File: config.mk
export PLATFORM = sky130hd
export DESIGN_NAME = core_mem_stage
export DESIGN_NICKNAME = d
export VERILOG_FILES = /design/src/rtl/core_mem_pkg.sv /design/src/rtl/core_mem_align.sv /design/src/rtl/core_mem_stage.sv
export SDC_FILE = /design/constraint.sdc
export NUM_CORES = 1
export LEC_CHECK = 0
export ABC_AREA = 1
export CAP_MARGIN = 20
export CORE_ASPECT_RATIO = 0.75
export CORE_MARGIN = 1
export CORE_UTILIZATION = 40
export CTS_CLUSTER_DIAMETER = 60
export DETAILED_ROUTE_END_ITERATION = 12
export GPL_TIMING_DRIVEN = 1
export PLACE_DENSITY = 0.73
export SETUP_SLACK_MARGIN = 0.05
export SLEW_MARGIN = 25
export SYNTH_ARGS = -nofsm -noshare
export SYNTH_HDL_FRONTEND = slang
export SYNTH_SLANG_ARGS = --single-unit
File: constraint.sdc
create_clock -name i_clk -period 1.7 [get_ports i_clk]
set_input_delay 0.34 -clock i_clk [delete_from_list [all_inputs] [get_ports i_clk]]
set_output_delay 0.34 -clock i_clk [all_outputs]
set_load 0.005 [all_outputs]
File: src/rtl/core_mem_pkg.sv
// Shared definitions for the memory-access stage: size encodings, FSM states
// and the alignment rule used to trap accesses before they reach the bus.
package core_mem_pkg;

  localparam logic [1:0] SIZE_BYTE = 2'b00;
  localparam logic [1:0] SIZE_HALF = 2'b01;
  localparam logic [1:0] SIZE_WORD = 2'b11;

  typedef enum logic [1:0] {
    IDLE = 2'd0,
    REQ  = 2'd1,
    RESP = 2'd2
  } state_e;

  // Size 2'b10 is treated as a word, so it falls into the default arm.
  function automatic logic is_misaligned(input logic [1:0] size, input logic [1:0] addr_lo);
    case (size)
      SIZE_BYTE: is_misaligned = 1'b0;
      SIZE_HALF: is_misaligned = addr_lo[0];
      default:   is_misaligned = (addr_lo != 2'b00);
    endcase
  endfunction

endpackage

File: src/rtl/core_mem_align.sv
// Lane alignment for the data-memory port: byte enables and replicated store
// data on the way out, right-justified read data on the way back.
module core_mem_align
  import core_mem_pkg::*;
#(
  parameter int XLEN = 32
) (
  input  logic [1:0]      i_size,
  input  logic [1:0]      i_addr_lo,
  input  logic [XLEN-1:0] i_wdata,
  input  logic [1:0]      i_rd_addr_lo,
  input  logic [XLEN-1:0] i_rdata,
  output logic [3:0]      o_be,
  output logic [XLEN-1:0] o_wdata,
  output logic [XLEN-1:0] o_rdata
);

  always_comb begin
    o_be    = 4'b1111;
    o_wdata = i_wdata;
    case (i_size)
      SIZE_BYTE: begin
        o_be    = 4'b0001 << i_addr_lo;
        o_wdata = {4{i_wdata[7:0]}};
      end
      SIZE_HALF: begin
        o_be    = 4'b0011 << i_addr_lo;
        o_wdata = {2{i_wdata[15:0]}};
      end
      default: begin
        o_be    = 4'b1111;
        o_wdata = i_wdata;
      end
    endcase
  end

  // Sign/zero extension is left to write-back; only the shift happens here.
  assign o_rdata = i_rdata >> {i_rd_addr_lo, 3'b000};

endmodule

File: src/rtl/core_mem_stage.sv
// Memory-access stage: accepts one load/store from execute, runs the
// req/gnt/rvalid handshake and hands aligned load data to write-back.
module core_mem_stage
  import core_mem_pkg::*;
#(
  parameter int XLEN = 32
) (
  input  logic            i_clk,
  input  logic            i_rst_n,
  input  logic            i_mem_valid,
  input  logic            i_mem_write,
  input  logic [1:0]      i_d_size,
  input  logic            i_d_unsigned,
  input  logic [XLEN-1:0] i_addr,
  input  logic [XLEN-1:0] i_wdata,
  output logic            o_mem_ready,
  output logic            o_stall,
  output logic            o_dmem_req,
  output logic            o_dmem_we,
  output logic [XLEN-1:0] o_dmem_addr,
  output logic [3:0]      o_dmem_be,
  output logic [XLEN-1:0] o_dmem_wdata,
  input  logic            i_dmem_gnt,
  input  logic            i_dmem_rvalid,
  input  logic [XLEN-1:0] i_dmem_rdata,
  output logic            o_load_valid,
  output logic [XLEN-1:0] o_data_rd_data,
  output logic [1:0]      o_d_size,
  output logic            o_d_unsigned,
  output logic            o_store_done,
  output logic            o_misaligned,
  output logic [XLEN-1:0] o_misaligned_addr
);

  // Handshake: the bus accepts a request in any cycle where req && gnt;
  // read data arrives on rvalid no earlier than the cycle after that grant.

  state_e          state_q, state_d;
  logic            req_q, req_d;
  logic            we_q, we_d;
  logic [XLEN-1:0] addr_q, addr_d;
  logic [3:0]      be_q, be_d;
  logic [XLEN-1:0] wdata_q, wdata_d;
  logic [1:0]      size_q, size_d;
  logic            uns_q, uns_d;
  logic            load_valid_q, load_valid_d;
  logic [XLEN-1:0] rd_data_q, rd_data_d;
  logic [1:0]      out_size_q, out_size_d;
  logic            out_uns_q, out_uns_d;
  logic            store_done_q, store_done_d;
  logic            mis_q, mis_d;
  logic [XLEN-1:0] mis_addr_q, mis_addr_d;

  logic [3:0]      al_be;
  logic [XLEN-1:0] al_wdata;
  logic [XLEN-1:0] al_rdata;
  logic            misaligned;

  core_mem_align #(.XLEN(XLEN)) u_align (
    .i_size       (i_d_size),
    .i_addr_lo    (i_addr[1:0]),
    .i_wdata      (i_wdata),
    .i_rd_addr_lo (addr_q[1:0]),
    .i_rdata      (i_dmem_rdata),
    .o_be         (al_be),
    .o_wdata      (al_wdata),
    .o_rdata      (al_rdata)
  );

  assign misaligned = is_misaligned(i_d_size, i_addr[1:0]);

  always_comb begin
    state_d      = state_q;
    req_d        = req_q;
    we_d         = we_q;
    addr_d       = addr_q;
    be_d         = be_q;
    wdata_d      = wdata_q;
    size_d       = size_q;
    uns_d        = uns_q;
    load_valid_d = 1'b0;
    rd_data_d    = rd_data_q;
    out_size_d   = out_size_q;
    out_uns_d    = out_uns_q;
    store_done_d = 1'b0;
    mis_d        = 1'b0;
    mis_addr_d   = mis_addr_q;
    case (state_q)
      IDLE: begin
        if (i_mem_valid) begin
          if (misaligned) begin
            mis_d      = 1'b1;
            mis_addr_d = i_addr;
          end else begin
            state_d = REQ;
            req_d   = 1'b1;
            we_d    = i_mem_write;
            addr_d  = i_addr;
            be_d    = al_be;
            wdata_d = al_wdata;
            size_d  = i_d_size;
            uns_d   = i_d_unsigned;
          end
        end
      end
      REQ: begin
        if (i_dmem_gnt) begin
          req_d = 1'b0;
          we_d  = 1'b0;
          if (we_q) begin
            store_done_d = 1'b1;
            state_d      = IDLE;
          end else begin
            state_d = RESP;
          end
        end
      end
      RESP: begin
        if (i_dmem_rvalid) begin
          load_valid_d = 1'b1;
          rd_data_d    = al_rdata;
          out_size_d   = size_q;
          out_uns_d    = uns_q;
          state_d      = IDLE;
        end
      end
      default: state_d = IDLE;
    endcase
  end

  always_ff @(posedge i_clk or negedge i_rst_n) begin
    if (!i_rst_n) begin
      state_q      <= IDLE;
      req_q        <= 1'b0;
      we_q         <= 1'b0;
      addr_q       <= '0;
      be_q         <= 4'b0000;
      wdata_q      <= '0;
      size_q       <= SIZE_WORD;
      uns_q        <= 1'b0;
      load_valid_q <= 1'b0;
      rd_data_q    <= '0;
      out_size_q   <= SIZE_WORD;
      out_uns_q    <= 1'b0;
      store_done_q <= 1'b0;
      mis_q        <= 1'b0;
      mis_addr_q   <= '0;
    end else begin
      state_q      <= state_d;
      req_q        <= req_d;
      we_q         <= we_d;
      addr_q       <= addr_d;
      be_q         <= be_d;
      wdata_q      <= wdata_d;
      size_q       <= size_d;
      uns_q        <= uns_d;
      load_valid_q <= load_valid_d;
      rd_data_q    <= rd_data_d;
      out_size_q   <= out_size_d;
      out_uns_q    <= out_uns_d;
      store_done_q <= store_done_d;
      mis_q        <= mis_d;
      mis_addr_q   <= mis_addr_d;
    end
  end

  assign o_mem_ready       = (state_q == IDLE);
  assign o_stall           = (state_q != IDLE) || (i_mem_valid && !misaligned);
  assign o_dmem_req        = req_q;
  assign o_dmem_we         = we_q;
  assign o_dmem_addr       = {addr_q[XLEN-1:2], 2'b00};
  assign o_dmem_be         = be_q;
  assign o_dmem_wdata      = wdata_q;
  assign o_load_valid      = load_valid_q;
  assign o_data_rd_data    = rd_data_q;
  assign o_d_size          = out_size_q;
  assign o_d_unsigned      = out_uns_q;
  assign o_store_done      = store_done_q;
  assign o_misaligned      = mis_q;
  assign o_misaligned_addr = mis_addr_q;

endmodule

==> metrics <==
status finished, final reports clean; Lkg Pwr 6.05 nW; I/O Buffers 244; CTS max path bufs 2; Final ANT Viol Nets 0; Top Family by Delay on Critical Path buffers and inverters; Synth area leader dfrtp_1; Die Ht 115 um; # DRC 0; Std-Cell Core Area 16400 um2; count of pins over their slew limit 0; syn avg cell area 7.85 um2; Area after DPL 9450 um2; max frequency 617 MHz; dpl hpwl 15300 um; Max rail drop VDD 970 uV; DR WL/cell 16.4 um; Starting Density 0.417; Yosys reg bits 145; H-Tree Depth 4; critical-path cell list clkdlybuf4s50_1; CTS tree built; vias in the first global route 6509; worst hold path class primary input to async pin; Yosys cell types 21; CP max-delay cell clkdlybuf4s50_1; sequential fraction of the synthesis area 0.532; Yosys Warn Count 0; Worst Path Buf+Inv 1; setup violators final 0; final hold violations 0; RSZ-0062 raised after global routing false; Skew-Pair Late Insertion Delay 0.42 ns; CP Max Fanout 2; drt via density 4.94; top-level I/O count 247; vias 6560; final-stage net count 1209; area grow syn2layout 50.9%; Final WS setup 0.0796 ns; total CTS buffers 17; TNS Setup 0 ns; post-synthesis cell count 870; pre-CTS setup slack -0.571 ns; Die Footprint 17600 um2; Slowest Stage Delay on Critical Path 0.52 ns; Antenna Diode Count 0; Tcrit/Tclk final 0.953; Final Critical Period 1.62 ns; first-pass GRT wire length 34700 um; clk root buf clkbuf_16; R2R Setup Slk 0.16 ns; Post-Route Skew 0.00648 ns; Die Width 153 um; Hold WS 0.441 ns; CP Capture Type primary output; power density cells 1610 nW/um2; ratio of cells with drive above 1 in the final layout 0.0949; Synth top area share 0.516; worst relative slew slack 0.592; top post-synthesis cells by area dfrtp_1 (52%), nand2_1 (25%), nand4_1 (4.0%), buf_4 (3.8%), nand3_1 (3.8%); crit path DAT 1.28 ns; pin count of the biggest net entering global routing 58; TritonRoute pass-1 iters 5; initial antenna violation count 0; post-route total power 0.0166 W; Total GRT Usage 0.254; Setup Crit Path Kind flip-flop to primary output; Post-Syn Area 6830 um2; grt ovf 0; Design Area, Final 10300 um2; maxcap violations 0; startpoint types flip-flop; final wirelength 21800 um; DR iter-0 viols 395; FP Rows 40; Worst-Margin Slew 0.610 ns; Routability Congestion 0.851; clock slew at reported path FFs 0.06 ns; required time of the critical path 1.36 ns; Num Clock Sinks 145
-- cell families after synthesis --
kind of cell / count (synthesis) / synth area share
compound gates: 32 / 0.0315
buf+inv: 107 / 0.0875
flops: 145 / 0.532
other cells: 1 / 0.000549
simple gates: 585 / 0.349
-- state kept, by name, indices dropped and copies added (netlist names), 2 cells and up --
name,flops
addr_q,32
o_data_rd_data,32
o_dmem_wdata,32
o_misaligned_addr,32
o_dmem_be,4
o_d_size,2
size_q,2
state_q,2
-- path summary, 6_finish.rpt --
path,start,endpoint,cells after the start
max,o_data_rd_data[22],o_data_rd_data[22],1
min,i_rst_n,o_load_valid,2
max reg2reg,state_q[0],o_dmem_wdata[17],8
min reg2reg,addr_q[8],addr_q[8],2
max in group asynchronous,i_rst_n,o_data_rd_data[10],3
min in group i_clk,addr_q[8],addr_q[8],2
-- where the power goes --
group,internal [W],leakage [nW],switching [W]
registers,0.00506,1.80,0.000844
logic,0.00350,3.96,0.00323
clock network,0.00243,0.295,0.00149
-- layout make-up --
type / instances / area, um2
sequential: 145 / 3630
clock buffer: 20 / 467
inverter: 22 / 82.6
multi-input combinational: 620 / 2650
tap: 210 / 263
clock inverter: 12 / 156
timing repair buffer: 298 / 3060
fill: 1443 / 6060
-- repair_timing --
| action | 4_1_cts | 5_1_grt |
|---|---|---|
| gates cloned | 1 | 0 |
| endpoints found under the hold margin | 44 | 0 |
| gates resized for setup | 61 | 73 |
| hold buffers | 1 | 0 |
| endpoints found under the setup margin | 148 | 79 |
| setup buffers | 3 | 8 |
| pin swaps | 1 | 0 |
-- metrics by stage --
| step | std cells | util |
|---|---|---|
| floorplan | 871 | - |
| global placement | 1282 | 0.578 |
| detailed placement | 1282 | 0.578 |
| CTS | 1319 | 0.615 |
| global route | 1327 | 0.630 |
| finish | 1327 | 0.630 |
-- synthesized netlist by cell type --
cell type    n
nand4_1     44
nand3_1     52
conb_1       1
nor2_1      30
a21boi_0     8
dfstp_2      4
buf_2       16
buf_4       35
dfrtp_1    141
inv_1       20
o31ai_1      9
o21ai_0     11
nand2_1    457
clkbuf_1    28
o21ai_4      1
a21oi_1      2
buf_6        6
inv_2        2
nor2_4       1
nand2_2      1
o22ai_1      1
-- layout by cell type (no fill, tap or decap), types with 3 or more instances in the layout --
cell type,synthesis,routed
bufinv_16,0,3
dlymetal6s2s_1,0,72
clkdlybuf4s50_1,0,123
clkbuf_16,0,17
buf_12,0,7
nor2_4,1,3
nand3_1,52,49
dlygate4sd2_1,0,46
a21boi_0,8,8
inv_1,20,18
clkbuf_8,0,3
inv_2,2,4
nor2_1,30,29
nand3_2,0,3
buf_4,35,45
dfstp_2,4,4
clkinvlp_4,0,4
o31ai_1,9,9
o21ai_0,11,10
dfrtp_1,141,141
nand4_1,44,44
nand2_1,457,456
-- routing by layer --
metal | wire length, um | GRT usage
met1 | 9740 | 0.333
met4 | 318 | 0.0754
met5 | 0 | 0
met2 | 9910 | 0.400
met3 | 1790 | 0.0897
No activity file was read; power rests on OpenSTA's default activity.
==> RTL change: new RTL, config.mk and constraints unchanged <==
Take the reset off `addr_q` and load it in a clocked block of its own.
--- a/src/rtl/core_mem_stage.sv
+++ b/src/rtl/core_mem_stage.sv
@@ -133,7 +133,6 @@
       state_q      <= IDLE;
       req_q        <= 1'b0;
       we_q         <= 1'b0;
-      addr_q       <= '0;
       be_q         <= 4'b0000;
       wdata_q      <= '0;
       size_q       <= SIZE_WORD;
@@ -149,7 +148,6 @@
       state_q      <= state_d;
       req_q        <= req_d;
       we_q         <= we_d;
-      addr_q       <= addr_d;
       be_q         <= be_d;
       wdata_q      <= wdata_d;
       size_q       <= size_d;
@@ -162,6 +160,10 @@
       mis_q        <= mis_d;
       mis_addr_q   <= mis_addr_d;
     end
+  end
+
+  always_ff @(posedge i_clk) begin
+    addr_q <= addr_d;
   end
 
   assign o_mem_ready       = (state_q == IDLE);
Check against the original RTL: not equivalent (Yosys sat finds a counterexample within 4 cycles, from zero or initial values and one cycle with i_rst_n low).
==> RTL change against the original RTL <==
Worst setup slack got worse by 3.8 ps; sequential cell count unchanged; global-route usage decreased by 2.7 points; area after synthesis decreased by 8.2%; hold slack got worse by 120 ps; clock skew decreased by 1.4 ps; non-clock buffer count increased by 1; final area decreased by 4.8%; sequential power decreased by 3.9%; cell count decreased by 10%; critical endpoint is now o_data_rd_data[16]; wire length decreased by 18%; total power decreased by 11%.
==> RTL change: results <==
{
  "rr_startpoint": "state_q[1]",
  "place_area_mm2": 0.00896,
  "synth_edf_count": 32,
  "crit_family": "buffers and inverters",
  "layout.non_clock_inverters": 24,
  "wl_met1_mm": 7.78,
  "grt_max_degree": 37,
  "drive_above_1_share_pct": 10.1,
  "core_mm2": 0.0153,
  "synthTopCellsByArea": "dfrtp_1 43%, nand2_1 23%, edfxtp_1 15%",
  "final_cells": 1192,
  "async_flop_share_pct": 77.9,
  "grt_pass1_vias": 5387,
  "clkbuf_count": 17,
  "fin_skew_ps": 5.05,
  "ys_seq_area_share_pct": 60.5,
  "final_util_pct": 64.2,
  "clk_share_pct": 6.04,
  "holdWs_ps": 323,
  "grt_usage_pct": 22.8,
  "hold_class": "in2reg",
  "synth_common_cells": "385 x nand2_1, 109 x dfrtp_1, 36 x buf_4, 32 x edfxtp_1, 31 x o21ai_0",
  "post_cts_buffers": 6,
  "synth.distinct_cells": 20,
  "combPwrFrac_pct": 35.9,
  "dpl.cell_count": 1141,
  "post_cts_resized": 34,
  "nMultiInputCombCells": 487,
  "drtPass1Iterations": 6,
  "p_per_area_mw_per_mm2": 1500,
  "status": "completed",
  "dpl_worst_slack_ps": -505,
  "met2_usage_pct": 35.9,
  "bufAreaShareNonClock_pct": 31.3,
  "gp_congestion": 0.824,
  "ir_drop_mv": 0.799,
  "p_leak_nw": 5.37,
  "vias_per_cell": 4.68,
  "drt_iter0_markers": 347,
  "grt_use_met3_pct": 7.89,
  "grt_pass1_wl_mm": 28.6,
  "wirelength_mm": 17.8,
  "avgSynthCellArea_um2": 8.69,
  "wl_met2_mm": 8.39,
  "num-nonclk-buffers": 299,
  "wl_met3_mm": 1.53,
  "grt_util_met1_pct": 30.0,
  "startpoint": "o_data_rd_data[16]",
  "hpwlAfterDp_mm": 12.6,
  "r2r_slack_ps": 210,
  "relSlewSlack_pct": 60.5,
  "fill_cells": 1284
}
==> RTL change: changes by cell type after synthesis, sizes merged, moves of 8 or more <==
cell	change
o211ai	+16
a21boi	-8
a21oi	+9
buf	-11
o31ai	-9
nor2	-24
nand4	-44
dfrtp	-32
edfxtp	+32
nand2	-73
o21ai	+21
nand3	-21
==> RTL change: worst paths after layout <==
| kind | end | cells after the start |
|---|---|---|
| min in group asynchronous | o_data_rd_data[30] | 2 |
| worst max-delay path | o_data_rd_data[16] | 1 |
| max in group asynchronous | o_misaligned_addr[3] | 3 |
| worst min register to register | o_d_size[1] | 2 |
| worst min-delay path | addr_q[1] | 2 |
| worst max register to register | o_dmem_wdata[30] | 9 |
==> RTL change: cell families after synthesis <==
group	share of synthesized area (%)
other	0.0598
DFF	60.5
buffers and inverters	7.78
AOI/OAI and AO/OA	5.42
and+or+nand+nor	26.3
